## src/rtl/quad_step_decoder.sv

```systemverilog
// Quadrature A/B step decoder: synchronises the phase inputs, decodes Gray-code
// transitions into up/down steps and keeps a wrap-around position count.
module quad_step_decoder #(
  parameter int WIDTH       = 8,
  parameter int SYNC_STAGES = 2
) (
  input  logic             clk,
  input  logic             rst_n,
  input  logic             a_in,
  input  logic             b_in,
  input  logic             clear,
  output logic [WIDTH-1:0] count,
  output logic             dir,
  output logic             step,
  output logic             wrap,
  output logic             err
);

  typedef enum logic [0:0] {
    ST_INIT = 1'b0,
    ST_RUN  = 1'b1
  } state_t;

  typedef enum logic [1:0] {
    TR_NONE    = 2'b00,
    TR_UP      = 2'b01,
    TR_DOWN    = 2'b10,
    TR_ILLEGAL = 2'b11
  } trans_t;

  localparam logic [2:0]       INIT_LAST = 3'(SYNC_STAGES);
  localparam logic [WIDTH-1:0] CNT_MAX   = {WIDTH{1'b1}};
  localparam logic [WIDTH-1:0] CNT_ZERO  = {WIDTH{1'b0}};
  localparam logic [WIDTH-1:0] CNT_ONE   = {{(WIDTH-1){1'b0}}, 1'b1};

  // Classify a {A,B} transition; up order is 00->10->11->01->00.
  function automatic trans_t classify(input logic [1:0] prev, input logic [1:0] cur);
    trans_t t;
    case ({prev, cur})
      4'b0010, 4'b1011, 4'b1101, 4'b0100: t = TR_UP;
      4'b0001, 4'b0111, 4'b1110, 4'b1000: t = TR_DOWN;
      4'b0011, 4'b1100, 4'b1001, 4'b0110: t = TR_ILLEGAL;
      default:                            t = TR_NONE;
    endcase
    return t;
  endfunction

  logic [SYNC_STAGES-1:0] a_sync_r;
  logic [SYNC_STAGES-1:0] b_sync_r;
  logic [1:0]             cur_s;
  trans_t                 trans_s;

  state_t           state_r,    state_nxt_s;
  logic [2:0]       init_cnt_r, init_cnt_nxt_s;
  logic [1:0]       prev_r,     prev_nxt_s;
  logic [WIDTH-1:0] count_r,    count_nxt_s;
  logic             dir_r,      dir_nxt_s;
  logic             step_r,     step_nxt_s;
  logic             wrap_r,     wrap_nxt_s;
  logic             err_r,      err_nxt_s;

  // Plain flop chains bring the asynchronous phases into the clk domain.
  always_ff @(posedge clk or negedge rst_n) begin
    if (!rst_n) begin
      a_sync_r <= {SYNC_STAGES{1'b0}};
      b_sync_r <= {SYNC_STAGES{1'b0}};
    end else begin
      a_sync_r <= {a_sync_r[SYNC_STAGES-2:0], a_in};
      b_sync_r <= {b_sync_r[SYNC_STAGES-2:0], b_in};
    end
  end

  assign cur_s   = {a_sync_r[SYNC_STAGES-1], b_sync_r[SYNC_STAGES-1]};
  assign trans_s = classify(prev_r, cur_s);

  // Next-state: INIT waits out pipeline fill, RUN decodes; clear overrides outputs.
  always_comb begin
    state_nxt_s    = state_r;
    init_cnt_nxt_s = init_cnt_r;
    prev_nxt_s     = cur_s;
    count_nxt_s    = count_r;
    dir_nxt_s      = dir_r;
    step_nxt_s     = 1'b0;
    wrap_nxt_s     = 1'b0;
    err_nxt_s      = err_r;

    case (state_r)
      ST_INIT: begin
        if (init_cnt_r == INIT_LAST) begin
          state_nxt_s = ST_RUN;
        end else begin
          init_cnt_nxt_s = init_cnt_r + 3'd1;
        end
      end
      ST_RUN:  state_nxt_s = ST_RUN;
      default: state_nxt_s = ST_INIT;
    endcase

    if (clear) begin
      count_nxt_s = CNT_ZERO;
      err_nxt_s   = 1'b0;
      step_nxt_s  = 1'b0;
      wrap_nxt_s  = 1'b0;
    end else if (state_r == ST_RUN) begin
      case (trans_s)
        TR_UP: begin
          count_nxt_s = count_r + CNT_ONE;
          dir_nxt_s   = 1'b1;
          step_nxt_s  = 1'b1;
          wrap_nxt_s  = (count_r == CNT_MAX);
        end
        TR_DOWN: begin
          count_nxt_s = count_r - CNT_ONE;
          dir_nxt_s   = 1'b0;
          step_nxt_s  = 1'b1;
          wrap_nxt_s  = (count_r == CNT_ZERO);
        end
        TR_ILLEGAL: err_nxt_s  = 1'b1;
        default:    step_nxt_s = 1'b0;
      endcase
    end else begin
      step_nxt_s = 1'b0;
    end
  end

  // State and output registers.
  always_ff @(posedge clk or negedge rst_n) begin
    if (!rst_n) begin
      state_r    <= ST_INIT;
      init_cnt_r <= 3'd0;
      prev_r     <= 2'b00;
      count_r    <= CNT_ZERO;
      dir_r      <= 1'b0;
      step_r     <= 1'b0;
      wrap_r     <= 1'b0;
      err_r      <= 1'b0;
    end else begin
      state_r    <= state_nxt_s;
      init_cnt_r <= init_cnt_nxt_s;
      prev_r     <= prev_nxt_s;
      count_r    <= count_nxt_s;
      dir_r      <= dir_nxt_s;
      step_r     <= step_nxt_s;
      wrap_r     <= wrap_nxt_s;
      err_r      <= err_nxt_s;
    end
  end

  assign count = count_r;
  assign dir   = dir_r;
  assign step  = step_r;
  assign wrap  = wrap_r;
  assign err   = err_r;

endmodule

```

## config.mk

```make
export PLATFORM = sky130hd
export DESIGN_NAME = quad_step_decoder
export DESIGN_NICKNAME = d
export VERILOG_FILES = /design/src/rtl/quad_step_decoder.sv
export SDC_FILE = /design/constraint.sdc
export NUM_CORES = 1
export LEC_CHECK = 0
export BUFFER_PORTS_ARGS = -buffer_cell sky130_fd_sc_hd__buf_4
export CAP_MARGIN = 20
export CORE_ASPECT_RATIO = 1.2
export CORE_MARGIN = 4
export CORE_UTILIZATION = 56
export DETAILED_ROUTE_END_ITERATION = 10
export GPL_TIMING_DRIVEN = 0
export PLACE_DENSITY = 0.86
export SETUP_SLACK_MARGIN = 0.1
export SLEW_MARGIN = 20
export SYNTH_ARGS = -nofsm -noshare
export SYNTH_HDL_FRONTEND = slang
export SYNTH_SLANG_ARGS = --single-unit
```

## constraint.sdc

```tcl
create_clock -name clk -period 3.3 [get_ports clk]
set_input_delay 0.495 -clock clk [delete_from_list [all_inputs] [get_ports clk]]
set_output_delay 0.495 -clock clk [all_outputs]
set_load 0.01 [all_outputs]
```

==> results_dict.tcl, run 1 <==
set metrics [dict create \
    power_density_nw_per_um2 489 \
    path_cells "nor2_1, o21ai_0, o21ai_1, ha_4, buf_2, xor2_1, ha_1, o21a_1, o21ai_1, o21bai_1, mux2i_1, xnor2_1, nor2_1" \
    clkLatencyLatePin_ns 0.32 \
    core-area_sq_um 2280 \
    tns_ns 0 \
    grt_max_degree 23 \
    synth.yosys.seq_area_share_pct 41.5 \
    synth_area_leaders "dfrtp_1, ha_1, a21oi_1" \
    die_h_um 61.3 \
    synth_top_area_share_pct 41.5 \
    grt_setup_unrepaired "no" \
    seqPwrFrac_pct 42.1 \
    crit_family "compound AO/OA/AOI/OAI gates" \
    drive_gt1_share_pct 19.1 \
    r2r_cells 13 \
    stdcell_count 188 \
    viasPerCell 5.97 \
    cap_violations 0 \
    timing.rr.end "count[4]" \
    cp.required_ns 3.51 \
    cp_max_fo 10 \
    cts.sinks 22 \
    slew_headroom_pct 68.0 \
    antenna_left 0 \
    grt_usage_pct 20.2 \
    postSynthAreaPerCell_sq_um 9.67 \
    post-route-period-util_pct 88.5 \
    routed_wl_um 2860 \
    critical_path_class "flip-flop to flip-flop" \
    peakVddDrop_v 0.000383 \
    finalSetupViolations 0 \
    die_x_um 52.4 \
    grt_pass1_wl_um 4770 \
    min_period_ns 2.92 \
    crit_path_end_kind "flip-flop" \
    first_pass_iters 4 \
    antennaDiodeCount 0 \
    wl_per_cell_um 15.2 \
    syn-num-nets 152 \
    clock_skew_ns 0.00776 \
    drt-initial-drc-count 42 \
    ios 17 \
    numPortBuffers 16 \
    syn_inst 137 \
    crit_slowest_cell "dfrtp_1" \
    grt_pass1_vias 1105 \
    switching_share_pct 31.2 \
    fmax_mhz 342 \
    grt.overflow.total 0 \
    gp_congestion 0.857 \
    synth_warnings 0 \
    status "finished clean" \
    ff2ff_setup_slack_ns 0.38 \
    clkPwrFrac_pct 27.4 \
    drv_slew 0 \
    start_kind "flip-flop" \
    worstMarginPinSlew_ns 0.479 \
    syn_to_final_growth_pct 16.9 \
    ys_seq_elements 22 \
    critPathBufInv 1 \
    synth-edff-count 0 \
    intPower_uw 522 \
    via_count 1122 \
    synth_common_cells "dfrtp_1, nand2_1, nor2_1, a21oi_1, ha_1" \
    rows 19 \
    hold_ws_ns 0.0398 \
    p_leak_uw 0.000731 \
    synth_top_cell_by_area "dfrtp_1" \
    start_util_pct 58.1 \
    finalPower_uw 758 \
    fillers 187 \
    yosys.cell_count.top_type "dfrtp_1" \
    hp-class "input pin to async pin" \
    cts_buffers 3 \
    synth_area_sq_um 1330 \
    synthFlopType "dfrtp_1" \
    cp_num_cells 13 \
    cts-htree-levels 1 \
    dpl.hpwl_um 2130 \
    dieArea_sq_um 3210 \
    yosysUniqueCellTypes 37 \
    clock-root-buffer "clkbuf_4" \
    reg2reg_from "a_sync_r[1]" \
    dp.cells 184 \
    switchingPower_uw 236 \
    comb_power_share_pct 30.5 \
    cts_tree "done" \
    fin_nets 173 \
    grt_antenna_before_repair 0 \
    path_clk_slew_ns 0.13 \
    cp.arrival_ns 3.13 \
    async_flop_share_pct 100 \
    drc 0 \
    finalHoldViolCount 0 \
    cp_slowest_stage_delay_ns 0.47 \
    cts_buffer_depth 2 \
]
power by group through the flow:
stage               Combinational, uW  Clock [uW]  Sequential, uW
finish                            231         208             320
global route                      256         223             323
CTS                               229         211             319
detailed placement                227           0             324
global placement                  216           0             322
floorplan                         142           0             330
per-layer routing:
layer | up-vias | global-route usage [%] | part of all wire [%]
li1 | 524 | - | -
met1 | 554 | 24.7 | 40
met2 | 35 | 35.5 | 54
met3 | 9 | 3.63 | 4.3
met4 | 0 | 8.03 | 2.2
met5 | - | 0 | 0
cell type report:
cell class                      instances  area (sq um)  share of cell area [%]
Buffer                                  6          42.5                    2.75
Tap cell                               31          38.8                    2.50
Clock buffer                            3          22.5                    1.45
Sequential cell                        22           551                    35.5
Multi-Input combinational cell        100           711                    45.9
Inverter                                9          33.8                    2.18
Clock inverter                          1          30.0                    1.94
Timing Repair Buffer                   16           120                    7.75
metrics by stage:
stage / worst slack [ns] / utilization, % / instance area (sq um)
after floorplan: 0.755 / - / 1330
after global placement: 0.420 / 65.0 / 1480
after detailed placement: 0.281 / 65.0 / 1480
after CTS: 0.241 / 67.3 / 1540
after global routing: 0.136 / 67.9 / 1550
final: 0.379 / 67.9 / 1550
how the worst max path moves through the flow:
stage,slack [ns],start,end
finish,0.38,a_sync_r[1],count[4]
global route,0.14,a_sync_r[1],count[4]
CTS,0.24,a_sync_r[1],count[4]
detailed placement,0.28,a_sync_r[1],count[4]
global placement,0.42,a_sync_r[1],count[4]
floorplan,0.75,a_sync_r[1],count[4]
sequential cells by signal (all words and copies together), names as in the netlist:
name,count
b_sync_r,2
state_r,1
err,1
dir,1
init_cnt_r,3
wrap,1
prev_r,2
a_sync_r,2
step,1
count,8
cell usage in the layout, fill, tap and decap left out, drive strengths merged, types with 3 or more instances in the layout:
| cell | n |
|---|---|
| nor2b | 5 |
| a31oi | 4 |
| buf | 21 |
| a21oi | 10 |
| nor3 | 3 |
| o21ai | 6 |
| xnor2 | 4 |
| ha | 10 |
| clkbuf | 4 |
| xor2 | 3 |
| inv | 9 |
| dfrtp | 22 |
| mux2i | 4 |
| nand4b | 3 |
| nor2 | 11 |
| nand2 | 14 |
logic make-up after synthesis:
| logic type | count (synthesis) | synth area share, % |
|---|---|---|
| AND/OR/NAND/NOR | 46 | 18.4 |
| AO/OA/AOI/OAI | 31 | 15.5 |
| flip-flops | 22 | 41.5 |
| buffers and inverters | 15 | 5.76 |
| adder cells (fa/ha/maj) | 10 | 9.44 |
| XOR/XNOR | 7 | 4.63 |
| multiplexers | 6 | 4.72 |
what timing repair did:
item / CTS / global route
endpoints found under the setup margin: 0 / 2
hold buffers: 0 / 0
setup buffers: 0 / 0
gates resized for setup: 0 / 2
No activity file was read; power rests on OpenSTA's default activity.
==> run 2: changes to the inputs <==
==> constraint.sdc (replaced) <==
create_clock -name clk -period 3.3 [get_ports clk]
set_input_delay 0.165 -clock clk [delete_from_list [all_inputs] [get_ports clk]]
set_output_delay 0.165 -clock clk [all_outputs]
set_load 0.01 [all_outputs]
==> run 2 against run 1 <==
Against the previous run: non-clock buffer count up 3; maximum frequency grew 0.12%; hold slack better by 0.17 ns; combinational power hardly changed; cell count rose by 1.6%; clock-buffer cell count stayed put; register-to-register slack is essentially flat; global-route usage rose by 0.15 points; die area unchanged; sequential share of layout area down 0.68 points; via count decreased by 1.3%; largest power group unchanged.
==> results_dict.tcl, run 2 (synthesized netlist as in run 1, its figures left out) <==
set metrics [dict create \
    start_kind "flip-flop" \
    drc 0 \
    final_util_pct 69.2 \
    min_period_ns 2.92 \
    cts_tree "done" \
    grt_pass1_wl_um 4820 \
    ios 17 \
    path_clk_slew_ns 0.13 \
    min_path_cells 3 \
    clock_skew_ns 0.00661 \
    path_cells "nor2_1, o21ai_0, o21ai_1, ha_4, buf_2, xor2_1, ha_1, o21a_1, o21ai_1, o21bai_1, mux2i_1, xnor2_1, nor2_1" \
    slew_headroom_pct 68.0 \
    fillers 183 \
    cp.required_ns 3.51 \
    ff2ff_setup_slack_ns 0.38 \
    layout_setup_ws_ns 0.383 \
    grt_setup_unrepaired "no" \
    peakVddDrop_v 0.000383 \
    dpl_worst_slack_ns 0.281 \
    start_util_pct 58.1 \
    viasPerCell 5.80 \
    die_x_um 52.4 \
    routed_wl_um 2860 \
    clock-root-buffer "clkbuf_4" \
    post-route-period-util_pct 88.4 \
    hp-class "input pin to flip-flop" \
    min_from "clear" \
    clkPwrFrac_pct 27.3 \
    grt.overflow.total 0 \
    dpl.hpwl_um 2130 \
    first_pass_iters 4 \
    cts-htree-levels 1 \
    finalHoldViolCount 0 \
    switching_share_pct 31.1 \
    rows 19 \
    drive_gt1_share_pct 18.8 \
    wl_per_cell_um 15.0 \
    antenna_left 0 \
    timing.rr.end "count[4]" \
    multiInputGateArea_sq_um 711 \
    tns_ns 0 \
    grt_usage_pct 20.4 \
    finalPower_uw 761 \
    p_leak_uw 0.000744 \
    via_count 1107 \
    finalSetupViolations 0 \
    antennaDiodeCount 0 \
    core-area_sq_um 2280 \
    numPortBuffers 16 \
    grt_pass1_vias 1115 \
    critPathBufInv 1 \
    dp.cells 184 \
    die_h_um 61.3 \
    crit_path_end_kind "flip-flop" \
    cp_slowest_stage_delay_ns 0.47 \
    reg2reg_from "a_sync_r[1]" \
    grt_antenna_before_repair 0 \
    cts_buffer_depth 2 \
    fmax_mhz 343 \
    cp_max_fo 10 \
    intPower_uw 524 \
    cts.sinks 22 \
    cts_buffers 3 \
    grt_max_degree 23 \
    whs_endpoint "count[3]" \
    cap_violations 0 \
    syn_to_final_growth_pct 19.2 \
    cp.arrival_ns 3.13 \
    final_cell_mix "dfrtp_1, buf_4, nand2_1" \
    gp_congestion 0.857 \
    comb_power_share_pct 30.7 \
    status "finished clean" \
    dieArea_sq_um 3210 \
    worstMarginPinSlew_ns 0.480 \
    switchingPower_uw 237 \
    clkLatencyLatePin_ns 0.32 \
    drv_slew 0 \
    crit_slowest_cell "dfrtp_1" \
    r2r_cells 13 \
    critical_path_class "flip-flop to flip-flop" \
    seqPwrFrac_pct 42.0 \
    layout_commonest_cell "dfrtp_1" \
    register_area_sq_um 551 \
    drt-initial-drc-count 61 \
    stdcell_count 191 \
    crit_family "compound AO/OA/AOI/OAI gates" \
    fin_nets 176 \
    power_density_nw_per_um2 482 \
    largest_reg_flops 8 \
]
run 2: cell types whose count changed in the layout (fill, tap and decap cells not counted):
cell,previous run,this run
dlygate4sd3_1,0,3
run 2: power groups by stage:
stage          registers, uW  logic (uW)  clock network (uW)
2_1_floorplan            330         142                   0
3_3_place_gp             322         216                   0
3_5_place_dp             324         227                   0
4_1_cts                  319         232                 211
5_1_grt                  323         259                 223
6_report                 319         234                 208
run 2: per-layer routing:
layer / wire (um) / up-vias / GRT usage [%]
met5: 0 / - / 0
met4: 50 / 0 / 8.03
met3: 103 / 7 / 3.63
met2: 1540 / 23 / 35.6
met1: 1160 / 547 / 25.0
li1: - / 530 / -
run 2: how the worst max path moves through the flow:
stage	from	end	slack (ns)	depth (start not counted)
finish	a_sync_r[1]	count[4]	0.38	13
global route	a_sync_r[1]	count[4]	0.14	13
CTS	a_sync_r[1]	count[4]	0.24	13
detailed placement	a_sync_r[1]	count[4]	0.28	13
global placement	a_sync_r[1]	count[4]	0.42	13
floorplan	a_sync_r[1]	count[4]	0.75	13
run 2: layout make-up:
cell class / count / area share [%]
buffer: 6 / 2.69
clock buffer: 3 / 1.43
clock inverter: 1 / 1.90
inverter: 9 / 2.14
multi-input combinational: 100 / 45.0
sequential: 22 / 34.9
tap: 31 / 2.46
timing repair buffer: 19 / 9.51
run 2: timing repair:
action,in CTS,in global routing
hold buffers,3,0
resized for setup,0,2
buffers inserted,0,0
hold endpoints to repair,24,0
endpoints found under the setup margin,0,2
run 2: worst min-delay path, delay by kind of cell:
| kind | cells | cell delay [ns] |
|---|---|---|
| buffers and inverters | 2 | 0.28 |
| and+or+nand+nor | 1 | 0.06 |
run 2: per-stage QoR:
step | area [sq um] | hold WS (ns)
after CTS | 1570 | 0.196
after floorplan | 1330 | -0.131
final | 1580 | 0.206
after detailed placement | 1480 | 0.0683
after global routing | 1580 | 0.203
after global placement | 1480 | 0.0585
